==> src/rtl/imm_decode_seq.sv <==
// Decode-stage sequencer: classifies the opcode into an immediate format, drives signext,
// and registers instr/PC/immediate toward execute through a two-entry skid buffer.

package signext_pkg;
    localparam logic [2:0] IMM_NONE = 3'd0;
    localparam logic [2:0] IMM_I    = 3'd1;
    localparam logic [2:0] IMM_S    = 3'd2;
    localparam logic [2:0] IMM_B    = 3'd3;
    localparam logic [2:0] IMM_U    = 3'd4;
    localparam logic [2:0] IMM_J    = 3'd5;
endpackage

module signext #(
    parameter int DATA_WIDTH = 32
) (
    input  logic [24:0]           instr,
    input  logic [2:0]            imm_op,
    output logic [DATA_WIDTH-1:0] imm
);
    import signext_pkg::*;

    // instr holds word bits [31:7], so word bit k sits at index k-7
    logic signed [31:0] u_imm;
    assign u_imm = {instr[24:5], 12'b0};

    always_comb begin
        imm = '0;
        case (imm_op)
            IMM_I:   imm = {{(DATA_WIDTH-12){instr[24]}}, instr[24:13]};
            IMM_S:   imm = {{(DATA_WIDTH-12){instr[24]}}, instr[24:18], instr[4:0]};
            IMM_B:   imm = {{(DATA_WIDTH-12){instr[24]}}, instr[0], instr[23:18], instr[4:1], 1'b0};
            IMM_U:   imm = DATA_WIDTH'(u_imm);
            IMM_J:   imm = {{(DATA_WIDTH-20){instr[24]}}, instr[12:5], instr[13], instr[23:14], 1'b0};
            default: imm = '0;
        endcase
    end
endmodule

module imm_decode_seq #(
    parameter int DATA_WIDTH = 32
) (
    input  logic                  clk,
    input  logic                  rst_n,
    input  logic                  flush,
    input  logic                  in_valid,
    output logic                  in_ready,
    input  logic [31:0]           in_instr,
    input  logic [DATA_WIDTH-1:0] in_pc,
    output logic                  out_valid,
    input  logic                  out_ready,
    output logic [31:0]           out_instr,
    output logic [DATA_WIDTH-1:0] out_pc,
    output logic [DATA_WIDTH-1:0] out_imm,
    output logic                  out_has_imm,
    output logic                  out_illegal,
    output logic [15:0]           illegal_count
);
    import signext_pkg::*;

    typedef enum logic [1:0] {S_EMPTY, S_ONE, S_TWO} state_t;
    state_t state;

    logic [2:0]            imm_op_p0;
    logic                  has_imm_p0;
    logic                  illegal_p0;
    logic [DATA_WIDTH-1:0] imm_p0;

    logic [31:0]           skid_instr;
    logic [DATA_WIDTH-1:0] skid_pc;
    logic [DATA_WIDTH-1:0] skid_imm;
    logic                  skid_has_imm;
    logic                  skid_illegal;

    logic accept;
    logic deliver;

    always_comb begin
        imm_op_p0  = IMM_NONE;
        has_imm_p0 = 1'b1;
        illegal_p0 = 1'b0;
        case (in_instr[6:0])
            7'b0010011, 7'b0000011, 7'b1100111,
            7'b1110011, 7'b0001111: imm_op_p0 = IMM_I;
            7'b0100011:             imm_op_p0 = IMM_S;
            7'b1100011:             imm_op_p0 = IMM_B;
            7'b0110111, 7'b0010111: imm_op_p0 = IMM_U;
            7'b1101111:             imm_op_p0 = IMM_J;
            7'b0110011:             has_imm_p0 = 1'b0;
            default: begin
                has_imm_p0 = 1'b0;
                illegal_p0 = 1'b1;
            end
        endcase
    end

    signext #(.DATA_WIDTH(DATA_WIDTH)) u_signext (
        .instr  (in_instr[31:7]),
        .imm_op (imm_op_p0),
        .imm    (imm_p0)
    );

    // in_ready depends only on registered state (plus reset), never on out_ready
    assign in_ready  = rst_n && (state != S_TWO);
    assign out_valid = (state != S_EMPTY);
    assign accept    = in_valid && in_ready;
    assign deliver   = out_valid && out_ready;

    // ---- stage p1: output register and skid register ----
    always_ff @(posedge clk) begin
        if (!rst_n) begin
            state         <= S_EMPTY;
            out_instr     <= '0;
            out_pc        <= '0;
            out_imm       <= '0;
            out_has_imm   <= 1'b0;
            out_illegal   <= 1'b0;
            skid_instr    <= '0;
            skid_pc       <= '0;
            skid_imm      <= '0;
            skid_has_imm  <= 1'b0;
            skid_illegal  <= 1'b0;
            illegal_count <= '0;
        end else begin
            if (deliver && out_illegal && (illegal_count != 16'hFFFF))
                illegal_count <= illegal_count + 16'd1;

            if (flush) begin
                state <= S_EMPTY;
            end else begin
                case (state)
                    S_EMPTY: begin
                        if (accept) begin
                            out_instr   <= in_instr;
                            out_pc      <= in_pc;
                            out_imm     <= imm_p0;
                            out_has_imm <= has_imm_p0;
                            out_illegal <= illegal_p0;
                            state       <= S_ONE;
                        end
                    end
                    S_ONE: begin
                        if (accept && deliver) begin
                            out_instr   <= in_instr;
                            out_pc      <= in_pc;
                            out_imm     <= imm_p0;
                            out_has_imm <= has_imm_p0;
                            out_illegal <= illegal_p0;
                        end else if (accept) begin
                            skid_instr   <= in_instr;
                            skid_pc      <= in_pc;
                            skid_imm     <= imm_p0;
                            skid_has_imm <= has_imm_p0;
                            skid_illegal <= illegal_p0;
                            state        <= S_TWO;
                        end else if (deliver) begin
                            state <= S_EMPTY;
                        end
                    end
                    S_TWO: begin
                        if (deliver) begin
                            out_instr   <= skid_instr;
                            out_pc      <= skid_pc;
                            out_imm     <= skid_imm;
                            out_has_imm <= skid_has_imm;
                            out_illegal <= skid_illegal;
                            state       <= S_ONE;
                        end
                    end
                    default: state <= S_EMPTY;
                endcase
            end
        end
    end
endmodule
==> config.mk <==
export PLATFORM = sky130hd
export DESIGN_NAME = imm_decode_seq
export DESIGN_NICKNAME = d
export VERILOG_FILES = /design/src/rtl/imm_decode_seq.sv
export SDC_FILE = /design/constraint.sdc
export NUM_CORES = 1
export LEC_CHECK = 0
export BUFFER_PORTS_ARGS = -buffer_cell sky130_fd_sc_hd__buf_2
export CAP_MARGIN = 20
export CORE_ASPECT_RATIO = 1.4
export CORE_MARGIN = 4
export CORE_UTILIZATION = 45
export DETAILED_ROUTE_END_ITERATION = 8
export PLACE_DENSITY_LB_ADDON = 0.2
export SYNTH_ARGS = -nofsm -noshare
export SYNTH_HDL_FRONTEND = slang
export SYNTH_SLANG_ARGS = --single-unit
export TNS_END_PERCENT = 100
==> constraint.sdc <==
create_clock -name clk -period 2.35 [get_ports clk]
set_input_delay 0.1175 -clock clk [delete_from_list [all_inputs] [get_ports clk]]
set_output_delay 0.1175 -clock clk [all_outputs]
set_load 0.01 [all_outputs]
==> impl_summary.log, run 1 <==
[metrics] number of setup buffers added after CTS: 0
[metrics] clock latency of the later-clocked register in the worst-skew pair: about 0.5 ns
[metrics] sequential area share after synthesis: 0.463
[metrics] Final Setup Violations: 0
[metrics] Setup Slack @ Placement: 0.412 ns
[metrics] launch point of the worst hold path: in_instr[3]
[metrics] die boundary height: between 150 and 200 µm
[metrics] Hold WS: 0.0432 ns
[metrics] number of CTS-inserted buffers: 23
[metrics] first-pass detailed-route iteration total: 6
[metrics] slack of the worst reg-to-reg path: between 0.15 and 0.2 ns
[metrics] number of global-route vias before repair: 8424
[metrics] post-layout net count: 1404
[metrics] worst max-slew margin expressed relative to the limit: 0.377
[metrics] top achievable clock speed: 455 MHz
[metrics] static leakage: roughly 5.6 nW
[metrics] min setup slack post-route: between 0.15 and 0.2 ns
[metrics] classification of the worst setup path: in2out
[metrics] floorplan row count: 61
[metrics] total detailed-routing wirelength: 26.0 mm
[metrics] GRT Total Usage: 0.221
[metrics] number of buffers added on ports: around 180
[metrics] initial DRC count: ~630
[metrics] clock root buffer master: clkbuf_16
[metrics] DRC errors left: 0
[metrics] WL per Instance: ~16 µm
[metrics] DPL Wire Length: between 15 and 20 mm
[metrics] synthesized instance count: roughly 1100
[metrics] cell area power density: slightly below 700 nW/µm²
[metrics] post-route standard cell area excluding fillers: ~12000 µm²
[metrics] CP Launch Type: input port
[metrics] synthesis-to-finish area growth: 28.3%
[metrics] endpoint of the worst register-to-register path: skid_pc[2]
[metrics] first-pass GRT wire length: about 42 mm
[metrics] post-route antenna net violation count: 0
[metrics] GP Congestion: approximately 0.83
[metrics] final worst path period share: 0.936
[metrics] Initial Util: 0.461
[metrics] antenna violations before repair: 0
[metrics] Cells after DPL: 1491
[metrics] Worst Hold End: skid_instr[3]
[metrics] post-route non-filler standard cell count: ~1600
[metrics] ratio of routed vias to standard cells: between 5 and 6
[metrics] largest fanout of any net on the critical path: 101
[metrics] clock skew after layout: 0.00514 ns
[metrics] final critical-path required period: around 2.2 ns
[metrics] launching point of the worst reg2reg path: state[1]
[metrics] Hold Path Depth: 3
[metrics] worst reg2reg path depth: 6
[metrics] mean cell area of the mapped netlist: approximately 8 µm²
[metrics] clock-pin slew on the worst setup and hold paths: 0.06 ns
[metrics] Post-synth EDFFs: 0
[metrics] largest net degree at the start of global routing: 102
[metrics] number of max-cap violations: 0
[metrics] number of failing hold endpoints at the final stage: 0
[metrics] Netlist cell types: slightly below 60
[metrics] outcome: finished clean
[metrics] kind of path behind the tightest hold check: in2reg
[metrics] Netlist Area Pre-Place: approximately 9200 µm²
[metrics] unrepaired setup endpoints after global routing: no
[metrics] share of flip-flops with an asynchronous set or reset after synthesis: 0
[metrics] prevailing post-synth register cell: dfxtp_1
[metrics] antenna cells: 0
[metrics] Clock Sink Count: between 200 and 250
[metrics] worst endpoint data arrival time: between 2 and 2.5 ns
[metrics] DIE WIDTH: 129 µm
[metrics] final-report max-slew violation count: 0
[metrics] Final TNS setup: 0 ns
[metrics] Placeable Area: roughly 20000 µm²
[metrics] area after detailed placement: 10400 µm²
[metrics] CTS tree: done
[metrics] ratio of cells with drive above 1 in the final layout: 0.188
[metrics] die area: roughly 23000 µm²
[metrics] leftover overflow at the end of global routing: 0
[metrics] Required @ worst endpoint: roughly 2.2 ns
[metrics] count of state elements after synthesis: ~210
[metrics] I/O Pins: 185
[metrics] total via count after detailed routing: a little under 9000
[metrics] CTS H-tree depth: 1
[metrics] kind of end point of the critical path: primary output
[metrics] number of warning messages in the yosys log: 0
[metrics] worst-case clock buffer depth: 3
[metrics] Worst VDD drop: around 0.52 mV
[metrics] Synth Net Count: 1196
[metrics] Least-Margin Pin Slew: between 0.9 and 1 ns
==> critical path, cell delays in order <==
cell and delay, ns:
dlygate4sd3_1 0.54, buf_6 0.23, buf_4 0.78, and2_1 0.24, buf_2 0.13
==> per-stage QoR <==
step | total power [mW] | util
detailed placement | 4.48 | 0.518
global placement | 4.47 | 0.518
global route | 8.44 | 0.591
CTS | 8.20 | 0.591
finish | 8.11 | 0.591
floorplan | 4.20 | -
==> what timing repair did <==
action	in CTS	in global routing
hold buffers	70	0
gates resized for setup	0	2
setup endpoints to repair	0	5
endpoints found under the hold margin	156	0
==> metal layers <==
layer  GRT usage  vias up  wire (µm)
li1            -     4353          -
met1       0.273     4194      11100
met2       0.399      241      12900
met3      0.0358       32       1470
met4      0.0499        0        469
met5           0        -          0
==> worst max path at each step <==
stage                     start               end  slack (ns)  cells after the start
3_5_place_dp   illegal_count[0]  illegal_count[9]        0.41                      6
6_report                  rst_n          in_ready        0.15                      5
4_1_cts                state[0]        skid_pc[0]        0.11                      6
2_1_floorplan  illegal_count[0]  illegal_count[9]        0.47                      6
3_3_place_gp   illegal_count[0]  illegal_count[9]        0.47                      6
5_1_grt                   rst_n          in_ready       0.009                      5
==> state kept, by name (all words and copies together) (netlist names), 2 cells and up <==
name	flops
illegal_count	16
out_imm	32
out_instr	32
out_pc	32
skid_imm	32
skid_instr	32
skid_pc	32
state	2
==> cell type report <==
class                           instances  area, µm²
Tap cell                              252        315
Clock buffer                           31        656
Multi-Input combinational cell        814       4590
Clock inverter                          9        105
Fill cell                            1854       8210
Inverter                                5       18.8
Sequential cell                       214       4290
Timing Repair Buffer                  276       1880
==> power by group <==
part / switching, mW / total (mW) / leakage, nW / internal, mW
registers: 0.0538 / 3.78 / 1.74 / 3.72
logic: 0.384 / 0.704 / 3.51 / 0.320
clock network: 1.45 / 3.62 / 0.376 / 2.17
==> logic make-up after synthesis <==
family / share of synthesized area
fa+ha+maj: 0.00135
compound gates: 0.248
simple gates: 0.233
flops: 0.463
buf+inv: 0.0434
xor+xnor: 0.0104
==> cells in the mapped netlist (8+ instances only) <==
master    instances  area, µm²
nand2_1         321       1200
dfxtp_1         214       4280
nand3_1          77        385
o211a_1          72        721
a21boi_0         65        488
clkbuf_1         60        225
a21oi_1          38        190
o21ai_0          38        190
nor2_1           32        120
o211ai_1         31        233
buf_2            27        135
a31oi_1          19        119
and2_1           15       93.8
xor2_1            9       78.8
nor3_1            8       40.0
==> cells in the final DEF, fill, tap and decap left out, types with 4 or more instances in the layout <==
cell type	count
dfxtp_1	213
buf_4	14
o21ai_0	38
a31oi_1	19
a21boi_0	65
a22oi_1	5
o21ai_1	5
nor2b_1	6
and4_1	4
nand3_1	76
nor2_1	32
nand4_1	7
nor3_1	8
dlygate4sd3_1	70
xor2_1	9
buf_2	183
o211ai_1	31
nand2_1	321
and3_1	5
clkbuf_16	23
a21oi_1	38
o211a_1	72
a222oi_1	4
clkinv_2	4
inv_1	5
buf_12	7
and2_1	15
clkbuf_8	5
a21boi_1	4
nand2b_1	6
(Power assumes the default switching activity.)
==> inputs of run 2 (changes only) <==
==> constraint.sdc (replaced) <==
create_clock -name clk -period 2.35 [get_ports clk]
set_input_delay 0.1175 -clock clk [delete_from_list [all_inputs] [get_ports clk]]
set_output_delay 0.1175 -clock clk [all_outputs]
set_load 0.02 [all_outputs]
==> impl_summary.log, run 2 (synthesis gave the netlist of run 1 again) <==
[metrics] classification of the worst setup path: reg2reg
[metrics] DPL Wire Length: 16.8 mm (about the same)
[metrics] ratio of routed vias to standard cells: 5.54 (+0.55%)
[metrics] top achievable clock speed: 453 MHz (-0.40%)
[metrics] leading cell types in the layout, fill and taps excluded: nand2_1 (321), dfxtp_1 (213), buf_2 (183)
[metrics] post-route standard cell area excluding fillers: 11800 µm² (-0.31%)
[metrics] floorplan row count: 61 (unchanged)
[metrics] number of setup buffers added after CTS: 0 (unchanged)
[metrics] Clock Sink Count: 214 (unchanged)
[metrics] GRT Total Usage: 0.223 (+0.00256)
[metrics] post-layout net count: 1404 (unchanged)
[metrics] worst path cell trace: nor2b_1 -> nand3_4 -> buf_12 -> nand2_1 -> a21boi_0 -> dlygate4sd3_1
[metrics] post-layout total power: 8.06 mW (-0.53%)
[metrics] DRC errors left: 0 (unchanged)
[metrics] final-report max-slew violation count: 0 (unchanged)
[metrics] first-pass detailed-route iteration total: 5 (-1)
[metrics] Required @ worst endpoint: 2.74 ns (+0.51 ns)
[metrics] clock skew after layout: 0.0125 ns (+0.00739 ns)
[metrics] kind of path behind the tightest hold check: in2reg
[metrics] number of global-route vias before repair: 8605 (+2.1%)
[metrics] total detailed-routing wirelength: 26.5 mm (+2.0%)
[metrics] worst endpoint data arrival time: 2.60 ns (+0.52 ns)
[metrics] kind of end point of the critical path: register
[metrics] clock-pin slew on the worst setup and hold paths: 0.06 ns (about the same)
[metrics] synthesis-to-finish area growth: 27.9%
[metrics] post-route antenna net violation count: 0 (unchanged)
[metrics] standard cell with the maximum stage delay on the critical path: dlygate4sd3_1
[metrics] CTS tree: done
[metrics] outcome: finished clean
[metrics] Least-Margin Pin Slew: 0.712 ns (-0.223 ns)
[metrics] Final Setup Violations: 0 (unchanged)
[metrics] Filler cells: 1877 (+1.2%)
[metrics] first-pass GRT wire length: 42.6 mm (+0.96%)
[metrics] die area: 22900 µm² (unchanged)
[metrics] most common cell after layout, fill and taps aside: nand2_1
[metrics] initial DRC count: 515 (-19%)
[metrics] largest fanout of any net on the critical path: 40 (-60%)
[metrics] final critical-path required period: 2.21 ns (+0.00879 ns)
[metrics] maximum single-stage delay on the critical path: 0.56 ns (-0.22 ns)
[metrics] total via count after detailed routing: 8852 (+0.36%)
[metrics] Final TNS setup: 0 ns (unchanged)
[metrics] clock latency of the later-clocked register in the worst-skew pair: 0.50 ns (about the same)
[metrics] antenna cells: 0 (unchanged)
[metrics] largest net degree at the start of global routing: 102 (unchanged)
[metrics] leftover overflow at the end of global routing: 0 (unchanged)
[metrics] cell area power density: 682 nW/µm² (-0.22%)
[metrics] DIE WIDTH: 129 µm (unchanged)
[metrics] CTS H-tree depth: 1 (unchanged)
[metrics] final worst path period share: 0.940 (+0.00374)
[metrics] GP Congestion: 0.839 (+1.3%)
[metrics] number of failing hold endpoints at the final stage: 0 (unchanged)
[metrics] area after detailed placement: 10400 µm² (about the same)
[metrics] number of CTS-inserted buffers: 22 (-4.3%)
[metrics] number of buffers added on ports: 184 (unchanged)
[metrics] Placeable Area: 20100 µm² (unchanged)
[metrics] number of max-cap violations: 0 (unchanged)
[metrics] WL per Instance: 16.6 µm (+2.2%)
[metrics] Initial Util: 0.461 (unchanged)
[metrics] worst max-slew margin expressed relative to the limit: 0.526 (+0.148)
[metrics] antenna violations before repair: 1 (+1)
[metrics] ratio of cells with drive above 1 in the final layout: 0.186 (-0.00181)
[metrics] worst-case clock buffer depth: 3 (unchanged)
[metrics] static leakage: 5.59 nW (-0.42%)
[metrics] Worst VDD drop: 0.531 mV (+1.7%)
[metrics] die boundary height: 178 µm (unchanged)
[metrics] CP Launch Type: register
[metrics] clock root buffer master: clkbuf_16
[metrics] unrepaired setup endpoints after global routing: no
[metrics] I/O Pins: 185 (unchanged)
[run 2: cell types whose count changed in the layout (fill, tap and decap cells not counted), sizes merged]
| cell | before | now |
|---|---|---|
| clkinv | 5 | 3 |
| clkbuf | 31 | 30 |
| nand2b | 7 | 8 |
| buf | 206 | 207 |
| dlygate4sd3 | 70 | 69 |
| inv | 6 | 5 |
[run 2: report_power, final]
| group | internal (mW) | switching (mW) |
|---|---|---|
| registers | 3.72 | 0.0546 |
| logic | 0.321 | 0.451 |
| clock network | 2.09 | 1.43 |
| total | 6.13 | 1.93 |
[run 2: area by class of cell]
class	count	area [µm²]	area share
Inverter	5	18.8	0.00159
Sequential cell	214	4290	0.362
Clock buffer	30	632	0.0534
Clock inverter	6	82.6	0.00698
Tap cell	252	315	0.0267
Timing Repair Buffer	276	1890	0.159
Multi-Input combinational cell	815	4600	0.389
[run 2: final timing paths]
| check | endpoint | slack [ns] | startpoint | depth (start not counted) |
|---|---|---|---|---|
| max | skid_pc[2] | 0.14 | state[1] | 6 |
| min | skid_instr[2] | 0.03 | in_instr[2] | 3 |
| max reg2reg | skid_pc[2] | 0.14 | state[1] | 6 |
| min reg2reg | skid_imm[8] | 0.45 | skid_imm[8] | 2 |
[run 2: through the flow]
| step | utilization | std cells | hold WS [ns] | worst slack [ns] |
|---|---|---|---|---|
| 6_report | 0.589 | 1598 | 0.0290 | 0.142 |
| 4_1_cts | 0.588 | 1597 | 0.0103 | 0.0593 |
| 2_1_floorplan | - | 1126 | 0.197 | 0.386 |
| 3_5_place_dp | 0.518 | 1492 | 0.389 | 0.409 |
| 5_1_grt | 0.589 | 1598 | 0.0379 | 0.00213 |
| 3_3_place_gp | 0.518 | 1492 | 0.381 | 0.463 |
[run 2: what timing repair did]
action,4_1_cts,5_1_grt
endpoints found under the setup margin,0,6
resized for setup,0,3
hold buffers,69,0
endpoints found under the hold margin,155,0
[run 2: critical path: cells and delay by family, from the launching register on]
family	cells	cell delay (ns)
and+or+nand+nor	3	0.75
buffers and inverters	2	0.83
AOI/OAI and AO/OA	1	0.07
DFF	1	0.43
[run 2: layer usage]
layer	up-vias	GRT usage	wire, µm
li1	4358	-	-
met1	4184	0.264	10900
met2	260	0.402	13300
met3	48	0.0410	1580
met4	2	0.0731	703
met5	-	0	7
==> inputs of run 3 (changes only) <==
--- a/config.mk
+++ b/config.mk
@@ -7,7 +7,6 @@
 export LEC_CHECK = 0
 export BUFFER_PORTS_ARGS = -buffer_cell sky130_fd_sc_hd__buf_2
 export CAP_MARGIN = 20
-export CORE_ASPECT_RATIO = 1.4
 export CORE_MARGIN = 4
 export CORE_UTILIZATION = 45
 export DETAILED_ROUTE_END_ITERATION = 8
==> impl_summary.log, run 3 (synthesis gave the netlist of run 1 again) <==
[metrics] antenna cells: 0 (unchanged)
[metrics] post-route standard cell area excluding fillers: 11800 µm² (+0.20%)
[metrics] outcome: finished clean
[metrics] post-layout net count: 1407 (+0.21%)
[metrics] WL per Instance: 16.0 µm (-3.5%)
[metrics] Hold WS: 0.0485 ns (+0.0194 ns)
[metrics] area after detailed placement: 10400 µm² (+0.29%)
[metrics] Worst VDD drop: 0.486 mV (-8.5%)
[metrics] largest net degree at the start of global routing: 77 (-25%)
[metrics] clock root buffer master: clkbuf_16
[metrics] clock skew after layout: 0.0125 ns (+0.0000276 ns)
[metrics] launch point of the worst hold path: in_instr[3]
[metrics] most common cell after layout, fill and taps aside: nand2_1
[metrics] CTS H-tree depth: 1 (unchanged)
[metrics] Final TNS setup: 0 ns (unchanged)
[metrics] final worst path period share: 0.910 (-0.0297)
[metrics] static leakage: 5.61 nW (+0.22%)
[metrics] GRT Total Usage: 0.221 (-0.00232)
[metrics] Initial Util: 0.457 (-0.00367)
[metrics] min setup slack post-route: 0.212 ns (+0.0699 ns)
[metrics] DIE WIDTH: 151 µm (+17%)
[metrics] number of failing hold endpoints at the final stage: 0 (unchanged)
[metrics] number of max-cap violations: 0 (unchanged)
[metrics] Setup Slack @ Placement: 0.360 ns (-0.0492 ns)
[metrics] DRC errors left: 0 (unchanged)
[metrics] first-pass detailed-route iteration total: 5 (unchanged)
[metrics] synthesis-to-finish area growth: 28.1%
[metrics] clock latency of the later-clocked register in the worst-skew pair: 0.50 ns (about the same)
[metrics] Clock Sink Count: 214 (unchanged)
[metrics] Cells after DPL: 1512 (+1.3%)
[metrics] post-layout total power: 7.99 mW (-0.93%)
[metrics] worst max-slew margin expressed relative to the limit: 0.449 (-0.0763)
[metrics] GP Congestion: 0.899 (+7.1%)
[metrics] final-report max-slew violation count: 0 (unchanged)
[metrics] Least-Margin Pin Slew: 0.823 ns (+0.111 ns)
[metrics] CP Launch Type: input port
[metrics] number of setup buffers added after CTS: 0 (unchanged)
[metrics] DPL Wire Length: 16.6 mm (-1.5%)
[metrics] die boundary height: 151 µm (-15%)
[metrics] unrepaired setup endpoints after global routing: no
[metrics] cell area power density: 674 nW/µm² (-1.1%)
[metrics] Crit. Startpoint: in_instr[2]
[metrics] number of buffers added on ports: 184 (unchanged)
[metrics] ratio of cells with drive above 1 in the final layout: 0.188 (+0.00107)
[metrics] Final Setup Violations: 0 (unchanged)
[metrics] worst-case clock buffer depth: 3 (unchanged)
[metrics] total via count after detailed routing: 8794 (-0.66%)
[metrics] Hold Path Depth: 3 (unchanged)
[metrics] final critical-path required period: 2.14 ns (-0.0699 ns)
[metrics] kind of path behind the tightest hold check: in2reg
[metrics] first-pass GRT wire length: 41.7 mm (-2.1%)
[metrics] Required @ worst endpoint: 2.79 ns (+0.05 ns)
[metrics] leading cell types in the layout, fill and taps excluded: nand2_1 (321), dfxtp_1 (212), buf_2 (183)
[metrics] classification of the worst setup path: in2reg
[metrics] ratio of routed vias to standard cells: 5.43 (-1.9%)
[metrics] kind of end point of the critical path: register
[metrics] clock-pin slew on the worst setup and hold paths: 0.06 ns (about the same)
[metrics] Placeable Area: 20200 µm² (+0.80%)
[metrics] I/O Pins: 185 (unchanged)
[metrics] total detailed-routing wirelength: 25.9 mm (-2.2%)
[metrics] top achievable clock speed: 468 MHz (+3.3%)
[metrics] worst endpoint data arrival time: 2.57 ns (-0.03 ns)
[metrics] die area: 22900 µm² (-0.14%)
[metrics] Filler cells: 1815 (-3.3%)
[metrics] core utilization of the finished layout: 0.585 (-0.00352)
[metrics] CTS tree: done
[metrics] worst reg2reg path depth: 6 (unchanged)
[metrics] largest fanout of any net on the critical path: 14 (-65%)
[metrics] antenna violations before repair: 1 (unchanged)
[metrics] floorplan row count: 52 (-15%)
[metrics] launching point of the worst reg2reg path: state[0]
[metrics] post-route non-filler standard cell count: 1619 (+1.3%)
[metrics] leftover overflow at the end of global routing: 0 (unchanged)
[metrics] initial DRC count: 717 (+39%)
[metrics] number of CTS-inserted buffers: 23 (+4.5%)
[metrics] number of global-route vias before repair: 8154 (-5.2%)
[metrics] post-route antenna net violation count: 0 (unchanged)
-- run 3: changes by cell type in the layout (fill, tap and decap cells not counted), sizes merged --
cell and delta:
clkbuf +4, dlygate4sd3 +1, nand2b -1, clkinvlp -1
clkinv -1, buf +2, bufinv -1
-- run 3: area by class of cell --
type                       instances  area, µm²  share of cell area
clock buffer                      34        667              0.0563
multi-input combinational        814       4590               0.387
inverter                           5       18.8             0.00158
tap                              270        338              0.0285
timing repair buffer             279       1910               0.161
clock inverter                     3       40.0             0.00338
sequential                       214       4290               0.362
-- run 3: per-layer routing --
layer / track usage / routed length, µm / vias up / part of all wire
li1: - / - / 4363 / -
met1: 0.308 / 11700 / 4141 / 0.45
met2: 0.348 / 11800 / 251 / 0.46
met3: 0.0500 / 1930 / 37 / 0.075
met4: 0.0544 / 499 / 2 / 0.019
met5: 0 / 8 / - / 0.00031
-- run 3: where the power goes --
part | total [mW] | internal [mW] | switching (mW)
clock | 3.43 | 2.05 | 1.38
combinational | 0.776 | 0.326 | 0.449
sequential | 3.78 | 3.73 | 0.0567
total | 7.99 | 6.10 | 1.89
-- run 3: final timing paths --
path,end,slack [ns]
setup reg to reg,skid_imm[2],0.24
hold / removal,skid_instr[3],0.05
setup / recovery,out_imm[1],0.21
hold reg to reg,skid_imm[8],0.45
-- run 3: timing repair --
action | 4_1_cts | 5_1_grt
gates resized for setup | 0 | 4
hold buffers | 70 | 0
endpoints found under the hold margin | 156 | 0
endpoints found under the setup margin | 0 | 2
-- run 3: critical path, cell delays in order --
cell and delay [ns]:
dlygate4sd3_1 0.55, buf_2 0.21, xor2_1 0.18, o31ai_1 0.44
nand3_1 0.31, o21ai_0 0.21, dlygate4sd3_1 0.56
